File: src/rtl/vga_ctrl_pkg.sv
// Shared definitions for the VGA memory-side controllers: fill FSM encoding,
// default frame geometry and a width helper.
package vga_ctrl_pkg;

  typedef enum logic [1:0] {
    ST_IDLE  = 2'd0,
    ST_FILL  = 2'd1,
    ST_DRAIN = 2'd2,
    ST_DONE  = 2'd3
  } fill_state_t;

  localparam int H_ACTIVE        = 640;
  localparam int V_ACTIVE        = 480;
  localparam int DEF_FRAME_WORDS = H_ACTIVE * V_ACTIVE;

  // Smallest w such that 2**w >= value.
  function automatic int ceil_log2(input int value);
    int result;
    result = 0;
    for (int i = 0; i < 31; i++) begin
      if ((1 << i) < value) result = i + 1;
    end
    return result;
  endfunction

endpackage

File: src/rtl/vga_fill_credit.sv
// Tracks words requested from memory but not yet written into the FIFO, and
// grants a new burst only when the FIFO is guaranteed to have room for it.
module vga_fill_credit #(
  parameter int FIFO_DEPTH = 16,
  parameter int BURST_LEN  = 4,
  parameter int CNT_WIDTH  = 5
) (
  input  logic                 clk,
  input  logic                 rst_n,
  input  logic                 req_hs,
  input  logic                 wr_hs,
  input  logic [CNT_WIDTH-1:0] fifo_cnt,
  output logic [CNT_WIDTH:0]   outstanding,
  output logic                 credit_ok
);

  localparam int OW = CNT_WIDTH + 1;
  localparam int SW = CNT_WIDTH + 3;
  localparam logic [OW-1:0] BURST_INC = OW'(BURST_LEN);

  logic signed [SW-1:0] space;
  logic                 dec;

  // Beats arriving with nothing outstanding (e.g. stale data after reset) are not counted.
  assign dec = wr_hs && (outstanding != '0);

  always_ff @(posedge clk or negedge rst_n) begin
    if (!rst_n) begin
      outstanding <= '0;
    end else begin
      outstanding <= outstanding + (req_hs ? BURST_INC : '0) - {{CNT_WIDTH{1'b0}}, dec};
    end
  end

  assign space     = $signed(SW'(FIFO_DEPTH)) - $signed(SW'(fifo_cnt)) - $signed(SW'(outstanding));
  assign credit_ok = (space >= $signed(SW'(BURST_LEN)));

endmodule

File: src/rtl/vga_fifo_fill_ctrl.sv
// Write-side sequencer for the VGA async pixel FIFO: credit-limited burst reads from the
// frame buffer pushed into the FIFO source port. Define VGA_FILL_OVF_CHK_EN for overflow tracking.
module vga_fifo_fill_ctrl
  import vga_ctrl_pkg::*;
#(
  parameter int DATA_WIDTH  = 32,
  parameter int FIFO_DEPTH  = 16,
  parameter int BURST_LEN   = 4,
  parameter int MADDR_WIDTH = 24,
  parameter int FRAME_WORDS = DEF_FRAME_WORDS,
  parameter int CNT_WIDTH   = ceil_log2(FIFO_DEPTH + 1)
) (
  input  logic                   clk,
  input  logic                   rst_n,
  input  logic                   enable,
  input  logic                   frame_start,
  input  logic [MADDR_WIDTH-1:0] base_addr,
  output logic                   mem_req,
  output logic [MADDR_WIDTH-1:0] mem_addr,
  input  logic                   mem_ack,
  input  logic                   mem_rvld,
  input  logic [DATA_WIDTH-1:0]  mem_rdata,
  output logic                   fifo_vld,
  input  logic                   fifo_rdy,
  output logic [DATA_WIDTH-1:0]  fifo_data,
  input  logic [CNT_WIDTH-1:0]   fifo_cnt,
  output logic                   busy,
  output logic                   frame_done,
  output logic                   ovf_err
);

  localparam int WR_WIDTH = ceil_log2(FRAME_WORDS + 1);
  localparam logic [WR_WIDTH-1:0]    FRAME_LEN    = WR_WIDTH'(FRAME_WORDS);
  localparam logic [WR_WIDTH-1:0]    BURST_WORDS  = WR_WIDTH'(BURST_LEN);
  localparam logic [MADDR_WIDTH-1:0] BURST_STRIDE = MADDR_WIDTH'(BURST_LEN);

  fill_state_t            state, state_next;
  logic [MADDR_WIDTH-1:0] cur_addr, pend_base;
  logic [WR_WIDTH-1:0]    words_req;
  logic [CNT_WIDTH:0]     outstanding;
  logic                   credit_ok, req_hs, wr_hs, last_burst;
  logic                   load_base, load_pend, latch_pend, raise_req, done_next;

  assign req_hs     = mem_req & mem_ack;
  assign wr_hs      = fifo_vld & fifo_rdy;
  assign last_burst = ((words_req + BURST_WORDS) == FRAME_LEN);
  assign busy       = (state == ST_FILL) || (state == ST_DRAIN) || (outstanding != '0);

  vga_fill_credit #(
    .FIFO_DEPTH (FIFO_DEPTH),
    .BURST_LEN  (BURST_LEN),
    .CNT_WIDTH  (CNT_WIDTH)
  ) u_credit (
    .clk         (clk),
    .rst_n       (rst_n),
    .req_hs      (req_hs),
    .wr_hs       (wr_hs),
    .fifo_cnt    (fifo_cnt),
    .outstanding (outstanding),
    .credit_ok   (credit_ok)
  );

  always_ff @(posedge clk or negedge rst_n) begin
    if (!rst_n) state <= ST_IDLE;
    else        state <= state_next;
  end

  // An abort in FILL takes priority over both completion and issuing a new burst.
  always_comb begin
    state_next = state;
    load_base  = 1'b0;
    load_pend  = 1'b0;
    latch_pend = 1'b0;
    raise_req  = 1'b0;
    done_next  = 1'b0;
    case (state)
      ST_IDLE, ST_DONE: begin
        if (frame_start) begin
          state_next = ST_FILL;
          load_base  = 1'b1;
        end
      end
      ST_FILL: begin
        if (frame_start) begin
          state_next = ST_DRAIN;
          latch_pend = 1'b1;
        end else if (req_hs && last_burst) begin
          state_next = ST_DONE;
          done_next  = 1'b1;
        end else if (enable && credit_ok && !mem_req) begin
          raise_req = 1'b1;
        end
      end
      ST_DRAIN: begin
        if (frame_start) begin
          latch_pend = 1'b1;
        end else if ((outstanding == '0) && !mem_req) begin
          state_next = ST_FILL;
          load_pend  = 1'b1;
        end
      end
      default: ;
    endcase
  end

  always_ff @(posedge clk or negedge rst_n) begin
    if (!rst_n) begin
      cur_addr   <= '0;
      pend_base  <= '0;
      words_req  <= '0;
      mem_req    <= 1'b0;
      mem_addr   <= '0;
      frame_done <= 1'b0;
    end else begin
      frame_done <= done_next;
      if (latch_pend) pend_base <= base_addr;
      if (load_base || load_pend) begin
        cur_addr  <= load_base ? base_addr : pend_base;
        words_req <= '0;
      end else if (req_hs && (state == ST_FILL)) begin
        cur_addr  <= cur_addr + BURST_STRIDE;
        words_req <= words_req + BURST_WORDS;
      end
      if (req_hs) begin
        mem_req <= 1'b0;
      end else if (raise_req) begin
        mem_req  <= 1'b1;
        mem_addr <= cur_addr;
      end
    end
  end

  always_ff @(posedge clk or negedge rst_n) begin
    if (!rst_n) begin
      fifo_vld  <= 1'b0;
      fifo_data <= '0;
    end else begin
      fifo_vld  <= mem_rvld;
      fifo_data <= mem_rdata;
    end
  end

`ifdef VGA_FILL_OVF_CHK_EN
  logic [15:0] drop_cnt;

  // A beat presented while the FIFO refuses it is lost; remember that it happened.
  always_ff @(posedge clk or negedge rst_n) begin
    if (!rst_n) begin
      ovf_err  <= 1'b0;
      drop_cnt <= '0;
    end else if (fifo_vld && !fifo_rdy) begin
      ovf_err <= 1'b1;
      if (drop_cnt != 16'hFFFF) drop_cnt <= drop_cnt + 16'd1;
    end
  end
`else
  assign ovf_err = 1'b0;
`endif

endmodule

File: config.mk
export PLATFORM = sky130hd
export DESIGN_NAME = vga_fifo_fill_ctrl
export DESIGN_NICKNAME = d
export VERILOG_FILES = /design/src/rtl/vga_ctrl_pkg.sv /design/src/rtl/vga_fill_credit.sv /design/src/rtl/vga_fifo_fill_ctrl.sv
export SDC_FILE = /design/constraint.sdc
export NUM_CORES = 1
export LEC_CHECK = 0
export CAP_MARGIN = 30
export CORE_UTILIZATION = 45
export CTS_CLUSTER_SIZE = 14
export DETAILED_ROUTE_END_ITERATION = 10
export HOLD_SLACK_MARGIN = 0.05
export PLACE_DENSITY = 0.72
export SETUP_SLACK_MARGIN = 0.3
export SYNTH_ARGS = -nofsm -noshare
export SYNTH_HDL_FRONTEND = slang
export SYNTH_SLANG_ARGS = --single-unit
File: constraint.sdc
create_clock -name clk -period 3.2 [get_ports clk]
set_input_delay 0.48 -clock clk [delete_from_list [all_inputs] [get_ports clk]]
set_output_delay 0.48 -clock clk [all_outputs]
set_load 0.005 [all_outputs]
==> results.md, run 1 <==
- Initial Utilization: 0.465
- Clk pin slew, worst setup/hold paths: 0.06 ns
- Core area: 13,300 um2
- Drt drc: 0
- Diodes inserted: 0
- # H-tree levels: 4
- Filler Cell Count: 1,041
- Ys async rst share: 1.00
- Post-CTS sizing: 0
- Yosys cell types: 56
- Area delta synth->final: 34.1%
- Hold Buf Count CTS: 0
- CP Data Arrival Time: 3.09 ns
- Total grt overflow: 0
- Post-synth EDFFs: 0
- Synth Register Bits: 132
- Post-route insts no fill: 870
- Critical path launch point type: input pin
- Final min period: 2.80 ns
- Cell taking the most area after synthesis: dfrtp_1
- Die height: approximately 120 um
- Ranking of synthesized cells by area: dfrtp_1, mux2_2, ha_1
- Leakage: 3.60 nW
- Setup TNS: 0 ns
- Number of global-route vias before repair: ~5,000
- # rows: 42
- Pre-CTS WS: -0.120 ns
- Synth Instances: 543
- Post-CTS Setup Bufs: 0
- Total CTS buffers: 17
- Hpwl dp: between 10,000 and 15,000 um
- Hold WC Path Type: in -> async
- Synth warn: 0
- GP Congestion: 0.866
- Iteration-0 DRC Markers: 302
- Routed len/inst: between 15 and 20 um
- Crit path from: fifo_cnt[0]
- Share of cells above drive strength 1: 0.130
- Avg Cell Area, Syn: 11.4 um2
- Clock tree root buffer cell: clkbuf_16
- Final period utilization: 0.874
- Detail Route Antenna Nets: 0
- Slowest stage delay, CP: 0.49 ns
- Pre-Repair DR Iteration Count: 5
- Max Slew Vio Count: 0
- WP data required: 3.49 ns
- Via density per instance: roughly 5.5
- Critical-path cell list: clkdlybuf4s50_1 > inv_1 > ha_1 > ha_1 > nor2b_1 > nor3_2 > xor2_1 > a31oi_1 > o31a_1 > buf_12 > mux2_1
- Relative slew slack: 0.600
- Register area share after synthesis: 0.534
- Total power: approximately 6.5 mW
- CTS sink count: between 100 and 150
- I/O pin total: between 100 and 150
- Initial antenna violation count: 0
- Post-Syn Area: roughly 6200 um2
- RSZ-0062 raised after global routing: no
- Layout Nets: 770
- Skew final: 0.00580 ns
- IR drop worst, VDD: 405 uV
- Most frequent CP cell: ha_1
- Status: completed
- Worst-Skew Late Latency: 0.41 ns
- Nature of the critical path endpoint: register
- PD cells: between 700 and 800 nW/um2
- CP top delay family: buffers and inverters
- Actual slew at the worst max-slew pin: just under 0.6 ns
- CTS tree: built
- Final Util: 0.624
- Synth Flop Type: dfrtp_1
- Crit Path Max Fanout: 25
- Clk buf depth: 2
- Bufs and invs on worst path: 3
- Most common cell in the synthesized netlist: dfrtp_1
- Count of final hold-check violations: 0
- GRT Resource Usage Total: 0.219
- Most instantiated cells after synthesis: dfrtp_1, nor2_1, nand2_1, mux2_2, a21oi_1
- Synth top area share: 0.534
- Placed Cells: 838
- Largest net degree at the start of global routing: 59
- FF-to-FF Start: u_credit.outstanding[1]
- Setup Crit Path Kind: in -> reg
- WL final: 14,500 um
- First-pass GRT wire length: 24,200 um
- Worst path slowest cell: clkdlybuf4s50_1
- Final WS setup: 0.403 ns
- Max-cap violations: 0
- Syn nets: 632
- Final setup fails: 0
- Die width: 119 um
- Port Buffer Count: around 130
- Die area: between 10,000 and 15,000 um2
- Via Count: 4,774
- Fmax achieved: 358 MHz
[path summary, 6_finish.rpt]
path,endpoint,slack [ns],cells past startpoint
max in group asynchronous,pend_base[9],2.24,3
worst max register to register,u_credit.outstanding[5],0.72,10
worst max-delay path,mem_addr[19],0.40,11
min in group clk,mem_addr[15],0.49,1
worst min register to register,mem_addr[15],0.49,1
worst min-delay path,mem_req,0.08,1
[cell type report]
class / count / area, um2 / share of cell area
clock inverter: 15 / 159 / 0.0192
sequential: 132 / 3300 / 0.398
tap: 176 / 220 / 0.0266
inverter: 22 / 82.6 / 0.00996
clock buffer: 17 / 425 / 0.0513
multi-input combinational: 365 / 2690 / 0.324
timing repair buffer: 143 / 1410 / 0.170
[power by group]
group / total, mW / leakage, nW / internal, mW / switching, mW
logic: 2.03 / 1.69 / 1.09 / 0.942
clock network: 1.89 / 0.268 / 1.15 / 0.738
registers: 2.54 / 1.64 / 2.17 / 0.365
total: 6.45 / 3.60 / 4.41 / 2.05
[kinds of logic after synthesis]
kind of cell             after synthesis  share of synthesized area
AND/OR/NAND/NOR                      155                      0.135
buffers and inverters                 46                     0.0316
adder cells (fa/ha/maj)               21                     0.0449
AO/OA/AOI/OAI                        102                      0.111
XOR/XNOR                              34                     0.0482
flip-flops                           132                      0.534
other                                  1                   0.000607
multiplexers                          52                     0.0941
[state kept, by name, indices dropped and copies added, names as in the netlist]
register              cells
fifo_data                32
words_req                17
state                     2
u_credit.outstanding      6
mem_req                   1
frame_done                1
cur_addr                 24
mem_addr                 24
fifo_vld                  1
pend_base                24
[layer usage]
layer / vias up / global-route usage / wire (um)
li1: 2225 / - / -
met1: 2338 / 0.263 / 5970
met2: 182 / 0.366 / 7180
met3: 29 / 0.0670 / 1100
met4: 0 / 0.0878 / 265
met5: - / 0 / 0
[placed cells by master (no fill, tap or decap), types with 4 or more instances in the layout]
cell type	count
a31oi_1	8
nand3_1	15
mux2_2	30
clkdlybuf4s50_1	126
buf_4	15
nand2_1	33
ha_1	19
inv_1	22
or3_1	7
a21o_1	5
o22ai_1	7
nand4_1	13
o21ai_0	18
a22oi_1	10
and3_1	6
and2_1	4
clkbuf_16	17
mux2_1	19
xor2_1	20
a2bb2oi_1	6
clkinvlp_4	6
nor2b_1	5
dfrtp_1	132
nor2_1	38
a21oi_1	26
nor3_1	6
xnor2_1	14
and4_1	7
nand4_2	4
[metrics by stage]
stage                     instance area [um2]  hold slack, ns
after detailed placement                 7700           0.478
after global routing                     8290           0.116
after global placement                   7700           0.470
after floorplan                          6180           0.184
after CTS                                8290          0.0758
final                                    8290          0.0769
Power figures use the tool's default switching activity.
==> inputs of run 2 (changes only) <==
--- a/config.mk
+++ b/config.mk
@@ -9,8 +9,8 @@
 export CORE_UTILIZATION = 45
 export CTS_CLUSTER_SIZE = 14
 export DETAILED_ROUTE_END_ITERATION = 10
+export DONT_BUFFER_PORTS = 1
 export HOLD_SLACK_MARGIN = 0.05
-export PLACE_DENSITY = 0.72
 export SETUP_SLACK_MARGIN = 0.3
 export SYNTH_ARGS = -nofsm -noshare
 export SYNTH_HDL_FRONTEND = slang
==> run 2 against run 1 <==
Compared with the run above:
- the flow now finishes with violations (negative hold slack)
- total power fell by 3.9%
- global-route usage fell by 2.0 points
- sequential cell count did not move
- sequential share of layout area rose by 7.4 points
- combinational power fell by 22%
- worst setup slack improved by 0.31 ns
- final cell count fell by 15%
- largest power group unchanged
- core utilization fell by 9.7 points
- critical path depth fell by 2
- count of clock-buffer cells in the layout rose by 3
- maximum frequency rose by 12%
- routed wire length fell by 6.8%
==> results.md, run 2 (same netlist as run 1, synthesis figures left out) <==
- Status: finished, violations left
- Failing checks: negative hold slack
- Hpwl dp: 9300 um (-10%)
- Final min period: 2.49 ns (-0.310 ns)
- Drt drc: 0 (unchanged)
- Initial antenna violation count: 1 (+1)
- CTS tree: built
- Post-route insts no fill: 738 (-15%)
- GRT Resource Usage Total: 0.199 (-0.0197)
- Die height: 119 um (unchanged)
- Iteration-0 DRC Markers: 249 (-18%)
- Post-CTS Setup Bufs: 0 (unchanged)
- Hold WC Path Type: in -> async
- # rows: 42 (unchanged)
- Port Buffer Count: 0 (-100%)
- Routed len/inst: 18.3 um (+9.9%)
- Max reg flops: 32 (unchanged)
- Slowest stage delay, CP: 0.41 ns (-0.08 ns)
- Most flop-heavy register: fifo_data
- GP Congestion: 0.837 (-3.3%)
- Critical path launch point type: register
- Skew final: 0.0117 ns (+0.00592 ns)
- Placed Cells: 705 (-16%)
- # H-tree levels: 4 (unchanged)
- Setup TNS: 0 ns (unchanged)
- Count of final hold-check violations: 132 (+132)
- Final setup fails: 0 (unchanged)
- First-pass GRT wire length: 21,600 um (-11%)
- I/O pin total: 129 (unchanged)
- Max Slew Vio Count: 0 (unchanged)
- Die area: 14,200 um2 (unchanged)
- Post-CTS sizing: 0 (unchanged)
- Detail Route Antenna Nets: 0 (unchanged)
- Leakage: 3.11 nW (-14%)
- CP Data Arrival Time: 2.79 ns (-0.30 ns)
- Final period utilization: 0.777 (-0.0968)
- PD cells: 886 nW/um2 (+14%)
- Largest net degree at the start of global routing: 133 (+130%)
- Setup Crit Path Kind: reg -> reg
- CTS sink count: 132 (unchanged)
- Clk buf depth: 2 (unchanged)
- Core area: 13,300 um2 (unchanged)
- Share of cells above drive strength 1: 0.143 (+0.0129)
- IR drop worst, VDD: 654 uV (+62%)
- Pre-CTS WS: 0.475 ns (+0.594 ns)
- Clk pin slew, worst setup/hold paths: 0.06 ns (about the same)
- WHS: -0.240 ns (-0.317 ns)
- Via density per instance: 5.66 (+3.2%)
- Max-cap violations: 0 (unchanged)
- Die width: 119 um (unchanged)
- Layout Nets: 637 (-17%)
- Critical-path cell list: ha_1 > inv_1 > fa_1 > a21o_1 > a21oi_1 > mux2i_1 > o31a_1 > buf_12 > mux2_2
- Fmax achieved: 402 MHz (+12%)
- Clock tree root buffer cell: clkbuf_16
- Worst-Skew Late Latency: 0.42 ns (about the same)
- Area delta synth->final: 13.2%
- RSZ-0062 raised after global routing: no
- Number of global-route vias before repair: 4,213 (-15%)
- Nature of the critical path endpoint: register
- WL final: 13,500 um (-6.8%)
- Total CTS buffers: 17 (unchanged)
- Commonest non-fill, non-tap cell in the layout: dfrtp_1
- Actual slew at the worst max-slew pin: 0.582 ns (-0.0115 ns)
- Initial Utilization: 0.465 (unchanged)
- WP data required: 3.50 ns (about the same)
- Total grt overflow: 0 (unchanged)
- GR Util met1: 0.243 (-0.0201)
- Relative slew slack: 0.608 (+0.00777)
- Busiest grt layer: met2
- Crit Path Max Fanout: 25 (unchanged)
- Most frequent cells in the layout: dfrtp_1, nor2_1, nand2_1
- GR Layer Usage met3: 0.0824 (+0.0153)
- Final WS setup: 0.713 ns (+0.310 ns)
- Pre-Repair DR Iteration Count: 4 (-1)
- Met2 Usage GRT: 0.323 (-0.0429)
- Via Count: 4,180 (-12%)
- Worst path slowest cell: fa_1
## run 2: critical path, delay by kind of cell (launching register included)
family,cells,cell delay (ns)
flops,1,0.40
mux,2,0.56
buf+inv,2,0.26
compound gates,3,0.54
fa+ha+maj,2,0.61
## run 2: area by class of cell
cell class              instances  area [um2]
diodes                          1        2.50
inverters                      22        82.6
fillers                      1167        6300
clock inverters                12         170
well taps                     176         220
multi-input cells             365        2680
clock buffers                  20         447
flip-flops and latches        132        3300
repair buffers                 10        87.6
## run 2: metrics by stage
step           hold slack (ns)  power, mW  cell area (um2)   util
6_report                -0.240       6.20             7000  0.526
5_1_grt                 -0.260       6.56             6990  0.526
4_1_cts                 -0.258       6.25             6990  0.526
3_5_place_dp             0.190       4.20             6380  0.480
3_3_place_gp             0.190       4.10             6380  0.480
2_1_floorplan            0.184       3.75             6180      -
## run 2: where the power goes
group | switching, mW | internal, mW
Sequential | 0.401 | 2.17
Combinational | 0.814 | 0.781
Clock | 0.768 | 1.27
Total | 1.98 | 4.22
## run 2: worst paths after layout
kind / slack, ns / startpoint / cells after the start / end
setup / recovery: 0.71 / u_credit.outstanding[0] / 9 / mem_addr[1]
hold / removal: -0.24 / rst_n / 0 / words_req[8]
setup reg to reg: 0.71 / u_credit.outstanding[0] / 9 / mem_addr[1]
hold reg to reg: 0.50 / pend_base[9] / 2 / cur_addr[9]
max in group asynchronous: 3.20 / rst_n / 0 / fifo_data[16]
min in group clk: 0.09 / mem_rdata[5] / 0 / fifo_data[5]
## run 2: layer usage
| layer | up-vias | part of all wire |
|---|---|---|
| met3 | 12 | 0.071 |
| li1 | 1951 | - |
| met1 | 2108 | 0.43 |
| met5 | - | 0 |
| met4 | 0 | 0.0089 |
| met2 | 109 | 0.49 |
